--- src/rtl/beacon_scheduler.sv ---
// Beacon scheduler: tracks the target TBTT against the running TSF and raises
// start_beaconing one lead time early, with catch-up on late TBTTs and a send timeout.
module beacon_scheduler #(
  parameter int unsigned TIMER_WIDTH = 64,
  parameter int unsigned LEAD_MAX_US = 2000,
  parameter int unsigned TIMEOUT_US  = 10000
) (
  input  logic                   clk,
  input  logic                   rst,
  input  logic                   enable,
  input  logic [15:0]            bi_tu,
  input  logic                   tbtt_load,
  input  logic [TIMER_WIDTH-1:0] tbtt_init,
  input  logic [15:0]            guard_us,
  input  logic [TIMER_WIDTH-1:0] tsf_runtime_val,
  input  logic [TIMER_WIDTH-1:0] prosessing_delay,
  input  logic                   sent_beacon,
  output logic                   start_beaconing,
  output logic [TIMER_WIDTH-1:0] next_tbtt,
  output logic [15:0]            beacon_count,
  output logic [15:0]            missed_count,
  output logic                   abort_pulse
);

  localparam int unsigned EW = TIMER_WIDTH + 1;

  typedef enum logic [1:0] {
    ST_IDLE    = 2'd0,
    ST_WAIT    = 2'd1,
    ST_CATCHUP = 2'd2,
    ST_BEACON  = 2'd3
  } state_e;

  state_e                 state_q;
  logic                   start_q;
  logic                   abort_q;
  logic                   loaded_q;
  logic [TIMER_WIDTH-1:0] next_tbtt_q;
  logic [15:0]            beacon_count_q;
  logic [15:0]            missed_count_q;
  logic [EW-1:0]          lead_q;

  logic [EW-1:0]          lead_max_s;
  logic [EW-1:0]          delay_clamped_s;
  logic [EW-1:0]          lead_d;
  logic [EW-1:0]          bi_us_s;
  logic [EW-1:0]          tsf_plus_lead_s;
  logic [EW-1:0]          tbtt_next_d;
  logic [EW-1:0]          deadline_s;
  logic [15:0]            missed_inc_s;
  logic                   run_s;
  logic                   late_s;
  logic                   trigger_s;
  logic                   timeout_s;
  logic                   catchup_done_s;

  // Lead time, interval and comparison terms; sums are one bit wider so nothing overflows
  always_comb begin
    lead_max_s      = EW'(LEAD_MAX_US);
    delay_clamped_s = ({1'b0, prosessing_delay} > lead_max_s) ? lead_max_s : {1'b0, prosessing_delay};
    lead_d          = delay_clamped_s + EW'(guard_us);
    bi_us_s         = EW'({bi_tu, 10'd0});
    tsf_plus_lead_s = {1'b0, tsf_runtime_val} + lead_q;
    tbtt_next_d     = {1'b0, next_tbtt_q} + bi_us_s;
    deadline_s      = {1'b0, next_tbtt_q} + EW'(TIMEOUT_US);
    missed_inc_s    = (missed_count_q == 16'hFFFF) ? missed_count_q : (missed_count_q + 16'd1);
    run_s           = enable && (bi_tu != 16'd0);
    late_s          = (tsf_runtime_val >= next_tbtt_q);
    trigger_s       = (tsf_plus_lead_s >= {1'b0, next_tbtt_q});
    timeout_s       = ({1'b0, tsf_runtime_val} >= deadline_s);
    catchup_done_s  = (tbtt_next_d > tsf_plus_lead_s);
  end

  // Scheduler FSM with all outputs registered
  always_ff @(posedge clk or posedge rst) begin
    if (rst) begin
      state_q        <= ST_IDLE;
      start_q        <= 1'b0;
      abort_q        <= 1'b0;
      loaded_q       <= 1'b0;
      next_tbtt_q    <= {TIMER_WIDTH{1'b0}};
      beacon_count_q <= 16'd0;
      missed_count_q <= 16'd0;
      lead_q         <= {EW{1'b0}};
    end else begin
      abort_q <= 1'b0;
      // A load is captured even while disabled so re-enabling starts from it
      if (tbtt_load) begin
        next_tbtt_q <= tbtt_init;
        loaded_q    <= 1'b1;
      end
      if (!run_s) begin
        state_q <= ST_IDLE;
        start_q <= 1'b0;
      end else if (tbtt_load) begin
        state_q <= ST_WAIT;
        start_q <= 1'b0;
        lead_q  <= lead_d;
      end else begin
        case (state_q)
          ST_IDLE: begin
            start_q <= 1'b0;
            if (loaded_q) begin
              state_q <= ST_WAIT;
              lead_q  <= lead_d;
            end
          end
          ST_WAIT: begin
            if (late_s) begin
              state_q <= ST_CATCHUP;
            end else if (trigger_s) begin
              state_q <= ST_BEACON;
              start_q <= 1'b1;
            end
          end
          ST_CATCHUP: begin
            next_tbtt_q    <= tbtt_next_d[TIMER_WIDTH-1:0];
            missed_count_q <= missed_inc_s;
            if (catchup_done_s) begin
              state_q <= ST_WAIT;
              lead_q  <= lead_d;
            end
          end
          ST_BEACON: begin
            // sent_beacon wins over a coinciding timeout
            if (sent_beacon) begin
              state_q        <= ST_WAIT;
              start_q        <= 1'b0;
              next_tbtt_q    <= tbtt_next_d[TIMER_WIDTH-1:0];
              beacon_count_q <= beacon_count_q + 16'd1;
              lead_q         <= lead_d;
            end else if (timeout_s) begin
              state_q        <= ST_WAIT;
              start_q        <= 1'b0;
              abort_q        <= 1'b1;
              next_tbtt_q    <= tbtt_next_d[TIMER_WIDTH-1:0];
              missed_count_q <= missed_inc_s;
              lead_q         <= lead_d;
            end
          end
          default: begin
            state_q <= ST_IDLE;
            start_q <= 1'b0;
          end
        endcase
      end
    end
  end

  assign start_beaconing = start_q;
  assign abort_pulse     = abort_q;
  assign next_tbtt       = next_tbtt_q;
  assign beacon_count    = beacon_count_q;
  assign missed_count    = missed_count_q;

endmodule

--- config.mk ---
export PLATFORM = sky130hd
export DESIGN_NAME = beacon_scheduler
export DESIGN_NICKNAME = d
export VERILOG_FILES = /design/src/rtl/beacon_scheduler.sv
export SDC_FILE = /design/constraint.sdc
export NUM_CORES = 1
export LEC_CHECK = 0
export ABC_AREA = 1
export BUFFER_PORTS_ARGS = -buffer_cell sky130_fd_sc_hd__buf_2
export CAP_MARGIN = 20
export CORE_UTILIZATION = 54
export CTS_CLUSTER_SIZE = 12
export DETAILED_ROUTE_END_ITERATION = 8
export PLACE_DENSITY = 0.88
export REMOVE_ABC_BUFFERS = 1
export SETUP_SLACK_MARGIN = 0.1
export SYNTH_ARGS = -nofsm -noshare
export SYNTH_HDL_FRONTEND = slang
export SYNTH_SLANG_ARGS = --single-unit
--- constraint.sdc ---
create_clock -name clk -period 5.4 [get_ports clk]
set_input_delay 1.08 -clock clk [delete_from_list [all_inputs] [get_ports clk]]
set_output_delay 1.08 -clock clk [all_outputs]
set_load 0.1 [all_outputs]
==> summary.md <==
## Detailed routing
- 5.89 — routed vias/inst
- 20.0 um — WL per Instance
- 0 — final routed DRC violation total
- 9 — number of optimization iterations in the first detailed-route pass
- 26000 — Via Count
- 88000 um — drt total wl
- 3564 — first-iteration detailed-routing DRC count
- 0 — Antenna Violating Nets Remaining

## Hold path
- 1 — number of cells on the worst hold path
- beacon_count[15]$_DFFE_PP0P_ — hold path start
- flop to flop — Hold WC Path Type
- beacon_count[15]$_DFFE_PP0P_ — end of the worst hold path

## Place
- 26000 um2 — total placed instance area
- 326 — number of port buffers
- 72600 um — Post-DP HPWL
- 1.07 — Routability Congestion
- -258 ps — worst setup slack before clock tree synthesis

## Worst setup path
- flop to flop — Setup Crit Path Kind
- 5630 ps — crit path DAT
- flop — CP Capture Type
- 170 ps — Reg2Reg Setup Slack
- lead_q[35]$_DFFE_PP0P_ — capture point of the worst reg-to-reg path
- 420 ps — largest stage delay on the critical path
- 5800 ps — worst endpoint required time
- next_tbtt[4]$_DFFE_PP0P_ — launch point of the worst reg-to-reg path
- 31 — depth of the most critical reg-to-reg path
- sky130_fd_sc_hd__dfrtp_2 — slowest cell on the critical path
- 11 — largest fanout on the critical path
- flop — critical path startpoint category

## Clocking
- 17 — number of buffers inserted during clock tree synthesis
- built — CTS tree
- sky130_fd_sc_hd__clkbuf_16 — root buffer cell
- 510 ps — clock latency reported for the late side of the worst-skew pair
- 0 — hold-fix buffer count after cts
- 4 — H-Tree Depth
- 2 — buffer levels on the longest clock path
- 166 — clock sink count
- 80 ps — clock-pin slew reported for the worst setup and hold paths after clock tree synthesis

## GRT
- 41.0% — Tot GR Track Use
- 0 — Congestion Overflow GR
- 23600 — number of global-route vias before repair
- 3 — antenna violations before repair
- 92 — largest net degree at the start of global routing
- 131000 um — first-pass GRT wire length

## Flow run
- 0 — max-capacitance violation count

## STA
- 166 ps — least setup slack across all paths after layout
- 1050 ps — slew at the pin closest to its max-slew limit
- 0 — total setup violations reported at the end of the flow
- yes — unrepaired setup endpoints after global routing
- 29.6% — headroom to the max-slew limit
- 16.3 ps — Final Skew
- 0 ps — aggregate negative setup slack
- 96.9% — final worst-path cycle share
- 0 — number of hold-slack violations in the final timing report
- 0.191 GHz — maximum clock rate
- 0 — fin. max-slew vios
- 5230 ps — Min Clock Period, post-route

## Floorplanning
- 74 — number of placement rows
- 54.8% — initial core utilization
- 327 — number of top-level design ports
- 206 um — floorplan die width
- 206 um — height of the die
- 40900 um2 — Core Footprint
- 42300 um2 — Die Footprint

## Pwr
- 0.000424 V — Worst IR Drop VDD
- 22.9% — part of the power in registers
- 3.42 mW — switching component of the power
- 57.7% — Gate power share
- 19.4% — Clock power frac
- 14.7 nW — Static Leakage
- 3.21 mW — Internal Power
- 51.6% — Switching Share
- 246 nW/um2 — power density of the placed cells

## Cells and area
- 3798 — number of fillers in the final layout
- 17.0% — share of cells above drive strength 1
- sky130_fd_sc_hd__nand2_1, sky130_fd_sc_hd__inv_1, sky130_fd_sc_hd__ha_1 — highest-count cells in the layout ignoring fill and taps
- sky130_fd_sc_hd__nand2_1 — most common library cell in the layout ignoring fill and taps
- 4444 — net total in the final layout
- 20.3% — Area growth syn-to-layout
- 65.9% — final core utilization
- 27000 um2 — fin area

## Logic synthesis
- 166 — Synth Register Bits
- 22400 um2 — cell area after synthesis
- 18.5% — share of the yosys chip area belonging to registers
- 100% — post-synthesis async set-or-reset flop share
- 61 — Cell variety after synth
- 0 — Ys Warns
- 6.69 um2 — Avg Cell Area, Syn
- 0 — number of flops mapped to enable cells by yosys
- 3351 — cells after synthesis
- sky130_fd_sc_hd__dfrtp_1 — prevailing post-synth register cell

## Outcome
- complete, no violations — outcome

[metal layers]
metal / wire (um) / GRT usage, % / vias up
met5: 16 / 0 / -
met4: 4140 / 19.0 / 2
met3: 10400 / 7.52 / 237
met2: 36600 / 60.6 / 1520
met1: 36800 / 57.4 / 12000
li1: - / - / 12200
[power by group through the flow]
| stage | clock network (mW) | logic [mW] | registers [mW] |
|---|---|---|---|
| 2_1_floorplan | 0 | 1.83 | 2.10 |
| 3_3_place_gp | 0 | 3.60 | 1.53 |
| 3_5_place_dp | 0 | 3.66 | 1.53 |
| 4_1_cts | 1.30 | 3.68 | 1.51 |
| 5_1_grt | 1.35 | 4.13 | 1.53 |
| 6_report | 1.29 | 3.83 | 1.52 |
[through the flow]
stage                     hold WS, ps  power [mW]  std cells
after floorplan                   423        3.93       3300
final                             470        6.63       4403
after global placement            440        5.12       4360
after detailed placement          450        5.19       4360
after CTS                         471        6.49       4392
after global routing              484        7.01       4403
[how the worst max path moves through the flow]
stage                                   startpoint                     end  slack (ps)  cells after the start
after floorplan                 tsf_runtime_val[0]   lead_q[1]$_DFFE_PP0P_       -1930                     32
after global placement                    bi_tu[0]   lead_q[5]$_DFFE_PP0P_        -160                     30
after detailed placement        tsf_runtime_val[0]  lead_q[16]$_DFFE_PP0P_        -260                     31
after CTS                 next_tbtt[4]$_DFFE_PP0P_  lead_q[16]$_DFFE_PP0P_         180                     33
after global routing            tsf_runtime_val[1]  lead_q[47]$_DFFE_PP0P_          70                     36
final                     next_tbtt[4]$_DFFE_PP0P_  lead_q[35]$_DFFE_PP0P_         170                     31
[synth_stat cells, drive strengths merged (5+ instances only)]
cell type | count | share of area [%]
a21oi | 257 | 5.8
a31oi | 31 | 0.87
a211oi | 5 | 0.17
o211ai | 20 | 0.67
xnor2 | 40 | 1.6
o21ai | 184 | 4.1
o21a | 11 | 0.37
o21bai | 9 | 0.30
nor3 | 52 | 1.3
nand4 | 78 | 2.2
a21boi | 53 | 1.8
nand2 | 813 | 14
ha | 356 | 20
xor2 | 160 | 6.3
dfrtp | 166 | 19
nor2 | 272 | 4.8
nand3 | 173 | 4.0
inv | 481 | 8.1
a21o | 12 | 0.40
or2 | 5 | 0.14
buf | 23 | 0.76
nor4 | 49 | 1.4
clkbuf | 32 | 0.54
a31o | 9 | 0.35
and3 | 7 | 0.20
nand3b | 10 | 0.33
o22ai | 8 | 0.22
a22oi | 6 | 0.20
[flip-flops by register name (all words and copies together) (netlist names)]
name,flops
lead_q,65
state_q,2
loaded_q,1
beacon_count,16
start_beaconing,1
next_tbtt,64
missed_count,16
abort_pulse,1
[worst max-delay path, delay by kind of cell (launching register included)]
kind | cells | cell delay (ps)
compound gates | 5 | 870
buf+inv | 5 | 760
xor+xnor | 1 | 280
simple gates | 18 | 2200
flops | 1 | 420
fa+ha+maj | 2 | 560
[logic make-up after synthesis]
kind of cell / share of synthesized area (%)
buffers and inverters: 9.41
adders and majority gates: 20.1
other: 0.0167
DFF: 18.5
AOI/OAI and AO/OA: 15.9
xor gates and xnor gates: 7.82
and+or+nand+nor: 28.1
[area by class of cell]
| class | instances | area (um2) | share of cell area, % |
|---|---|---|---|
| Timing Repair Buffer | 537 | 3360 | 12.5 |
| Clock inverter | 15 | 175 | 0.650 |
| Multi-Input combinational cell | 2651 | 16300 | 60.7 |
| Inverter | 483 | 1820 | 6.75 |
| Antenna cell | 2 | 5.00 | 0.0186 |
| Sequential cell | 166 | 4160 | 15.4 |
| Clock buffer | 17 | 425 | 1.58 |
| Tap cell | 532 | 666 | 2.47 |
[timing repair]
action                     CTS  global route
setup endpoints to repair    0           138
setup buffers                0             6
resized for setup            0            47
Power figures use the tool's default switching activity.
